File: src/rtl/opti_sos_pkg.sv
// Shared types and constants for the time-multiplexed biquad cascade.
package opti_sos_pkg;

  typedef enum logic [1:0] {
    StIdle,
    StMac,
    StRound,
    StOut
  } sos_state_e;

  localparam int unsigned NumTerms = 5;

  // Term order inside a section; also the per-section coefficient offset.
  localparam logic [2:0] B0 = 3'd0;
  localparam logic [2:0] B1 = 3'd1;
  localparam logic [2:0] B2 = 3'd2;
  localparam logic [2:0] A1 = 3'd3;
  localparam logic [2:0] A2 = 3'd4;

endpackage

File: src/rtl/opti_sos_mac.sv
// Registered signed multiply feeding an add/subtract accumulator.
// sum presents accumulator plus the pending product so the final term needs no extra cycle.
module opti_sos_mac #(
  parameter int unsigned DW = 24,
  parameter int unsigned CW = 24
) (
  input  logic                        clk,
  input  logic                        rst_n,
  input  logic                        en,
  input  logic                        clr,
  input  logic                        sub,
  input  logic signed [DW-1:0]        a,
  input  logic signed [CW-1:0]        b,
  output logic signed [DW+CW+2:0]     sum
);

  localparam int unsigned AccW = DW + CW + 3;

  logic signed [DW+CW-1:0] prod;
  logic signed [AccW-1:0]  prod_ext;
  logic signed [AccW-1:0]  prod_q;
  logic signed [AccW-1:0]  acc_q;

  always_comb begin
    prod     = a * b;
    prod_ext = {{3{prod[DW+CW-1]}}, prod};
  end

  always_ff @(posedge clk or negedge rst_n) begin
    if (!rst_n) begin
      prod_q <= '0;
      acc_q  <= '0;
    end else if (en) begin
      prod_q <= sub ? -prod_ext : prod_ext;
      acc_q  <= clr ? '0 : acc_q + prod_q;
    end
  end

  assign sum = acc_q + prod_q;

endmodule

File: src/rtl/opti_sos_cascade.sv
// NSEC direct-form-I biquads in series sharing one multiplier-accumulator.
// Define SOS_SAT_EN to clamp section results and raise sat_flag; otherwise results wrap.
module opti_sos_cascade
  import opti_sos_pkg::*;
#(
  parameter int unsigned DW   = 24,
  parameter int unsigned CW   = 24,
  parameter int unsigned FRAC = 22,
  parameter int unsigned NSEC = 4
) (
  input  logic                         clk,
  input  logic                         rst_n,
  input  logic signed [DW-1:0]         data_in,
  input  logic                         valid_in,
  output logic                         ready_in,
  output logic signed [DW-1:0]         data_out,
  output logic                         valid_out,
  input  logic                         coef_we,
  input  logic [$clog2(5*NSEC)-1:0]    coef_addr,
  input  logic signed [CW-1:0]         coef_wdata,
  output logic                         coef_err,
  output logic                         sat_flag
);

  localparam int unsigned NumCoef = NumTerms * NSEC;
  localparam int unsigned AddrW   = $clog2(5 * NSEC);
  localparam int unsigned SecW    = (NSEC > 1) ? $clog2(NSEC) : 1;
  localparam int unsigned AccW    = DW + CW + 3;
  localparam logic signed [AccW-1:0] RndHalf = AccW'(1) << (FRAC - 1);

  sos_state_e state_q, state_d;

  logic [2:0]             term_q;
  logic [SecW-1:0]        sec_q;
  logic signed [DW-1:0]   x_cur_q;
  logic signed [CW-1:0]   coef_q [NumCoef];
  logic signed [DW-1:0]   x1_q [NSEC];
  logic signed [DW-1:0]   x2_q [NSEC];
  logic signed [DW-1:0]   y1_q [NSEC];
  logic signed [DW-1:0]   y2_q [NSEC];
  logic signed [DW-1:0]   data_out_q;
  logic                   valid_out_q;
  logic                   coef_err_q;

  logic                   accept;
  logic                   last_sec;
  logic                   coef_ok;
  logic [AddrW-1:0]       coef_idx;
  logic                   mac_en;
  logic                   mac_clr;
  logic                   mac_sub;
  logic signed [DW-1:0]   mac_a;
  logic signed [CW-1:0]   mac_b;
  logic signed [AccW-1:0] mac_sum;
  logic signed [AccW-1:0] shifted;
  logic signed [DW-1:0]   res;

  assign accept   = valid_in & ready_in;
  assign last_sec = (32'(sec_q) == NSEC - 1);
  assign coef_ok  = coef_we && (state_q == StIdle) && (32'(coef_addr) < NumCoef);
  assign coef_idx = AddrW'(NumTerms * 32'(sec_q) + 32'(term_q));
  assign mac_b    = coef_q[coef_idx];
  assign shifted  = (mac_sum + RndHalf) >>> FRAC;

  // FSM state register
  always_ff @(posedge clk or negedge rst_n) begin
    if (!rst_n) begin
      state_q <= StIdle;
    end else begin
      state_q <= state_d;
    end
  end

  // FSM next state
  always_comb begin
    state_d = state_q;
    unique case (state_q)
      StIdle:  if (accept) state_d = StMac;
      StMac:   if (term_q == A2) state_d = StRound;
      StRound: state_d = last_sec ? StOut : StMac;
      StOut:   state_d = StIdle;
      default: state_d = StIdle;
    endcase
  end

  // FSM outputs and MAC operand selection
  always_comb begin
    ready_in = (state_q == StIdle);
    mac_en   = (state_q == StMac);
    mac_clr  = (term_q == B0);
    mac_sub  = (term_q == A1) || (term_q == A2);
    case (term_q)
      B1:      mac_a = x1_q[sec_q];
      B2:      mac_a = x2_q[sec_q];
      A1:      mac_a = y1_q[sec_q];
      A2:      mac_a = y2_q[sec_q];
      default: mac_a = x_cur_q;
    endcase
  end

  opti_sos_mac #(
    .DW (DW),
    .CW (CW)
  ) u_mac (
    .clk   (clk),
    .rst_n (rst_n),
    .en    (mac_en),
    .clr   (mac_clr),
    .sub   (mac_sub),
    .a     (mac_a),
    .b     (mac_b),
    .sum   (mac_sum)
  );

`ifdef SOS_SAT_EN
  logic sat_q;
  logic clamp;

  // Out of range when the bits above the DW-bit sign are not a pure sign extension.
  always_comb begin
    clamp = !((&shifted[AccW-1:DW-1]) || !(|shifted[AccW-1:DW-1]));
    res   = shifted[DW-1:0];
    if (clamp) begin
      res = shifted[AccW-1] ? {1'b1, {(DW-1){1'b0}}} : {1'b0, {(DW-1){1'b1}}};
    end
  end

  always_ff @(posedge clk or negedge rst_n) begin
    if (!rst_n) begin
      sat_q <= 1'b0;
    end else if ((state_q == StRound) && clamp) begin
      sat_q <= 1'b1;
    end
  end

  assign sat_flag = sat_q;
`else
  assign res      = shifted[DW-1:0];
  assign sat_flag = 1'b0;
`endif

  // Sequencing counters, delay lines and output register
  always_ff @(posedge clk or negedge rst_n) begin
    if (!rst_n) begin
      term_q      <= B0;
      sec_q       <= '0;
      x_cur_q     <= '0;
      data_out_q  <= '0;
      valid_out_q <= 1'b0;
      for (int i = 0; i < int'(NSEC); i++) begin
        x1_q[i] <= '0;
        x2_q[i] <= '0;
        y1_q[i] <= '0;
        y2_q[i] <= '0;
      end
    end else begin
      valid_out_q <= 1'b0;
      unique case (state_q)
        StIdle: begin
          if (accept) begin
            term_q  <= B0;
            sec_q   <= '0;
            x_cur_q <= data_in;
          end
        end
        StMac: begin
          term_q <= (term_q == A2) ? B0 : term_q + 3'd1;
        end
        StRound: begin
          x2_q[sec_q] <= x1_q[sec_q];
          x1_q[sec_q] <= x_cur_q;
          y2_q[sec_q] <= y1_q[sec_q];
          y1_q[sec_q] <= res;
          x_cur_q     <= res;
          if (!last_sec) sec_q <= sec_q + 1'b1;
        end
        StOut: begin
          data_out_q  <= x_cur_q;
          valid_out_q <= 1'b1;
        end
        default: ;
      endcase
    end
  end

  // Coefficient bank; writes are only safe while no sample is in flight
  always_ff @(posedge clk or negedge rst_n) begin
    if (!rst_n) begin
      coef_err_q <= 1'b0;
      for (int i = 0; i < int'(NumCoef); i++) begin
        coef_q[i] <= '0;
      end
    end else begin
      coef_err_q <= coef_we & ~coef_ok;
      if (coef_ok) coef_q[coef_addr] <= coef_wdata;
    end
  end

  assign data_out  = data_out_q;
  assign valid_out = valid_out_q;
  assign coef_err  = coef_err_q;

endmodule
File: config.mk
export PLATFORM = sky130hd
export DESIGN_NAME = opti_sos_cascade
export DESIGN_NICKNAME = d
export VERILOG_FILES = /design/src/rtl/opti_sos_pkg.sv /design/src/rtl/opti_sos_mac.sv /design/src/rtl/opti_sos_cascade.sv
export SDC_FILE = /design/constraint.sdc
export NUM_CORES = 2
export LEC_CHECK = 0
export ABC_CLOCK_PERIOD_IN_PS = 11500
export CAP_MARGIN = 10
export CORE_ASPECT_RATIO = 1.25
export CORE_UTILIZATION = 65
export DETAILED_ROUTE_END_ITERATION = 7
export PLACE_DENSITY = 0.82
export REMOVE_ABC_BUFFERS = 1
export SETUP_SLACK_MARGIN = 0.02
export SLEW_MARGIN = 20
export SYNTH_ARGS = -nofsm -noshare
export SYNTH_HDL_FRONTEND = slang
export SYNTH_SLANG_ARGS = --single-unit
File: constraint.sdc
create_clock -name clk -period 11.5 [get_ports clk]
set_input_delay 3.45 -clock clk [delete_from_list [all_inputs] [get_ports clk]]
set_output_delay 3.45 -clock clk [all_outputs]
set_load 0.02 [all_outputs]
==> impl.org <==
** Die
- Die width :: between 200 and 300 um
- Die H :: ~370 um
- Initial standard-cell utilization of the core :: between 60% and 70%
- Core ar. :: roughly 110000 um2
- The floorplan has roughly 130 rows.
- Die outline area :: between 100000 and 150000 um2
- 85 I/O pins were placed.

** Synth
- The most used flip-flop cell after synthesis is sky130_fd_sc_hd__dfrtp_1.
- The synthesized design contains roughly 1000 register bits.
- Synthesized cell area :: just over 70000 um2
- Synth cell types :: slightly below 100
- Number of warnings issued by yosys :: 0
- Sequential cells were found to cover a little over a third of the synthesized design area.
- In the synthesized netlist, the number of instances is 6068.
- Counting flops with a built-in enable in the synthesized netlist gives 0.
- Async SR Flop Fraction :: between 90% and 100%
- A synthesized cell averages 11.6 um2.

** Critical path
- STA classifies the critical path startpoint as a flop.
- Among the stages of the critical path, the cell type that occurs most often is sky130_fd_sc_hd__fa_1.
- For the worst setup path, the data arrival time is 11.51 ns.
- For flop-to-flop paths, the worst setup slack is around 0.58 ns.
- Crit Path Max Fanout :: 28
- Terminus of the critical flop-to-flop path :: u_mac.prod_q[40]$_DFFE_PN0P_
- In this design, the stage delay of the slowest critical-path cell is between 0.7 and 0.8 ns.
- The worst register-to-register path has a depth of 34.
- Crit path capture type :: flop
- Worst path slowest cell :: sky130_fd_sc_hd__a21oi_2
- Startpoint of the worst register-to-register path :: sec_q[1]$_DFFE_PN0P_
- Type of the worst setup path :: flop to flop
- Data on the critical path is required at its endpoint by between 10 and 15 ns.

** Place
- During placement, the flow inserted port buffers numbering 83.
- Instance count after placement with tap cells included :: roughly 7400
- Final HPWL DP :: about 130 mm
- The congestion estimate from routability-driven global placement came to approximately 1.0.

** STA
- The worst pin sits at a relative slew slack of roughly 18%.
- Hold violation count in the final report :: 0
- Worst Max-Slew Pin Slew :: 1.22 ns
- Setup violations, final :: 0
- Highest attainable clock frequency :: a little over 90 MHz
- The total count of max-transition violations in the final report is 0.
- Setup repair after global routing missed its margin :: false
- Final critical-path share of the clock period :: a little over nine tenths
- Worst clock skew :: around 0.025 ns
- Post-layout minimum cycle time :: roughly 11 ns
- Setup total negative slack on the finished layout was measured at 0 ns.
- Hold timing on the final database bottoms out at a slack of about 0.48 ns.

** Cells and area
- Sequential Area :: approximately 25000 um2
- After filler insertion, the fill cell instance count of the layout stands at between 7000 and 8000.
- Of the cells placed in the final design, the portion with a size suffix greater than 1 is about a quarter.
- Leading cell type in the layout, fill and taps excluded :: sky130_fd_sc_hd__dfrtp_1
- Synth-to-Final Area Change :: 8.69%
- Commonest non-fill, non-tap cells in the layout :: 1011 x sky130_fd_sc_hd__dfrtp_1, 800 x sky130_fd_sc_hd__mux2_2, 727 x sky130_fd_sc_hd__inv_1
- Number of nets in the layout :: between 6000 and 7000
- Summing all multi-input logic gate instances after layout gives just over 40000 um2.
- Final Instance Count excl. Fillers :: about 7600

** Routing
- The routed design has 181 mm of wire.
- Ratio of routed vias to standard cells :: roughly 6.3
- Post-Route M1 WL :: ~65 mm
- Uppermost routed layer :: met5
- Once detail routing completed, the nets flagged for antenna violations numbered 0.
- Detailed routing inserted a total of 47600 vias.
- The pre-antenna-repair detailed-routing pass consisted of 5 iterations.
- Summed over all nets, wire length on met3 after detailed routing comes to 12.7 mm.
- DRC Markers :: 0
- Final routed wire length divided by cell count :: 24.0 um
- For this block, the initial DRC count from the detailed router was 3497.
- Detailed-routed wire length on met2 :: slightly above 90 mm

** Clock tree
- CTS saw slightly above 1000 sinks.
- Post-cts resize count :: 0
- The clock reaches the later pin of the worst-skew pair after between 0.7 and 0.8 ns.
- After clock tree synthesis, the clock-pin slew on the worst setup and hold paths is ~0.070 ns.
- TritonCTS built the clock tree.
- Root Driver :: sky130_fd_sc_hd__clkbuf_16
- Counting along the longest clock path gives a buffer depth of 3.
- Buffers inserted during clock tree synthesis total slightly below 100.
- Number of H-tree levels :: 3
- In this run, post-CTS hold repair placed 0 buffers.
- Number of setup buffers added after CTS :: 0

** GRT
- Total GRT Usage :: 34.1%
- The number of global-route vias before repair is just over 50000.
- First-pass GRT wire length :: between 200 and 300 mm
- Global routing finished with a remaining overflow of 0.
- Antenna violations before repair :: 5
- Entering global routing, the biggest net connects 189 pins.

** Run
- Max Cap Violations :: 0

** Hold path
- The startpoint identified for the worst hold timing path is y1_q[52]$_DFFE_PN0P_.
- Worst Hold Endpoint :: y1_q[52]$_DFFE_PN0P_
- The worst hold path was traced through 2 stages.
- The tightest min-delay check is of the flop to flop type.

** Status
- The flow ran to the end, and the final reports show no timing, DRC or antenna violations.
worst max-delay path by stage:
stage / from / end / slack [ns]
2_1_floorplan: sec_q[0]$_DFFE_PN0P_ / u_mac.prod_q[44]$_DFFE_PN0P_ / -6.33
3_3_place_gp: sec_q[1]$_DFFE_PN0P_ / u_mac.prod_q[40]$_DFFE_PN0P_ / 0.77
3_5_place_dp: sec_q[1]$_DFFE_PN0P_ / u_mac.prod_q[40]$_DFFE_PN0P_ / 0.58
4_1_cts: sec_q[1]$_DFFE_PN0P_ / u_mac.prod_q[40]$_DFFE_PN0P_ / 0.55
5_1_grt: sec_q[1]$_DFFE_PN0P_ / u_mac.prod_q[44]$_DFFE_PN0P_ / 0.08
6_report: sec_q[1]$_DFFE_PN0P_ / u_mac.prod_q[40]$_DFFE_PN0P_ / 0.58
kinds of logic after synthesis:
family	Yosys count	share of synthesized area (%)
AOI/OAI and AO/OA	705	6.35
xor gates and xnor gates	147	1.83
adders and majority gates	870	22.1
buffers and inverters	1084	5.93
DFF	1013	35.9
muxes	1044	20.4
other	1	0.00531
and+or+nand+nor	1204	7.49
stage by stage:
| stage | cell area, um2 | utilization [%] | worst slack (ns) |
|---|---|---|---|
| finish | 76800 | 71.6 | 0.581 |
| global placement | 73400 | 68.4 | 0.772 |
| global route | 76800 | 71.6 | 0.0763 |
| floorplan | 69200 | - | -6.33 |
| CTS | 76700 | 71.5 | 0.546 |
| detailed placement | 73400 | 68.4 | 0.585 |
worst max-delay path, delay by kind of cell (launching register included):
kind | cells | cell delay, ns
fa+ha+maj | 11 | 4.52
mux | 2 | 0.82
flops | 1 | 0.49
buf+inv | 8 | 0.95
compound gates | 6 | 2.16
simple gates | 4 | 1.14
xor+xnor | 3 | 0.63
cell usage after synthesis (all sizes together), types with 7 or more instances:
cell    number  share of area [%]
a211o        8              0.099
a211oi      13               0.15
a21o        35               0.38
a21oi       81               0.60
a22oi       72               0.77
a31o         9               0.11
a31oi       56               0.50
and2        46               0.41
and3         9              0.080
and4         7              0.090
buf         77               0.58
clkbuf     280                1.5
dfrtp     1013                 36
fa         633                 18
ha         237                4.2
inv        727                3.9
mux2       800                 13
mux2i        9               0.13
mux4       235                7.5
nand2      660                3.5
nand2b      20               0.18
nand3       45               0.33
nand4       22               0.19
nor2       240                1.3
nor2b       67               0.59
nor3        32               0.27
nor4        14               0.13
o211ai      15               0.17
o21a        29               0.31
o21ai      291                2.1
o21bai      12               0.13
o31ai       10               0.12
or2         11              0.097
or3         16               0.14
xnor2       83                1.0
xor2        64               0.80
metal layers:
metal  GRT usage [%]  vias up
li1                -    20300
met1            40.9    24600
met3            5.53      632
met2            58.4     1979
met4            20.2        6
met5               0        -
final cells by class:
cell class	count	area share [%]
flip-flops and latches	1013	33.0
repair buffers	225	2.71
multi-input cells	3971	54.0
diodes	4	0.0130
inverters	727	3.55
clock buffers	143	3.78
well taps	1428	2.33
clock inverters	40	0.616
registers in the layout, indices dropped and copies added (netlist names):
| register | flops |
|---|---|
| coef_err | 1 |
| coef_q | 480 |
| data_out | 24 |
| sec_q | 2 |
| state_q | 2 |
| term_q | 3 |
| u_mac.acc_q | 46 |
| u_mac.prod_q | 46 |
| valid_out | 1 |
| x1_q | 96 |
| x2_q | 96 |
| x_cur_q | 24 |
| y1_q | 96 |
| y2_q | 96 |
Power is not shown: default switching activity piles up to over one toggle a cycle in this logic, so the estimate is an artifact.
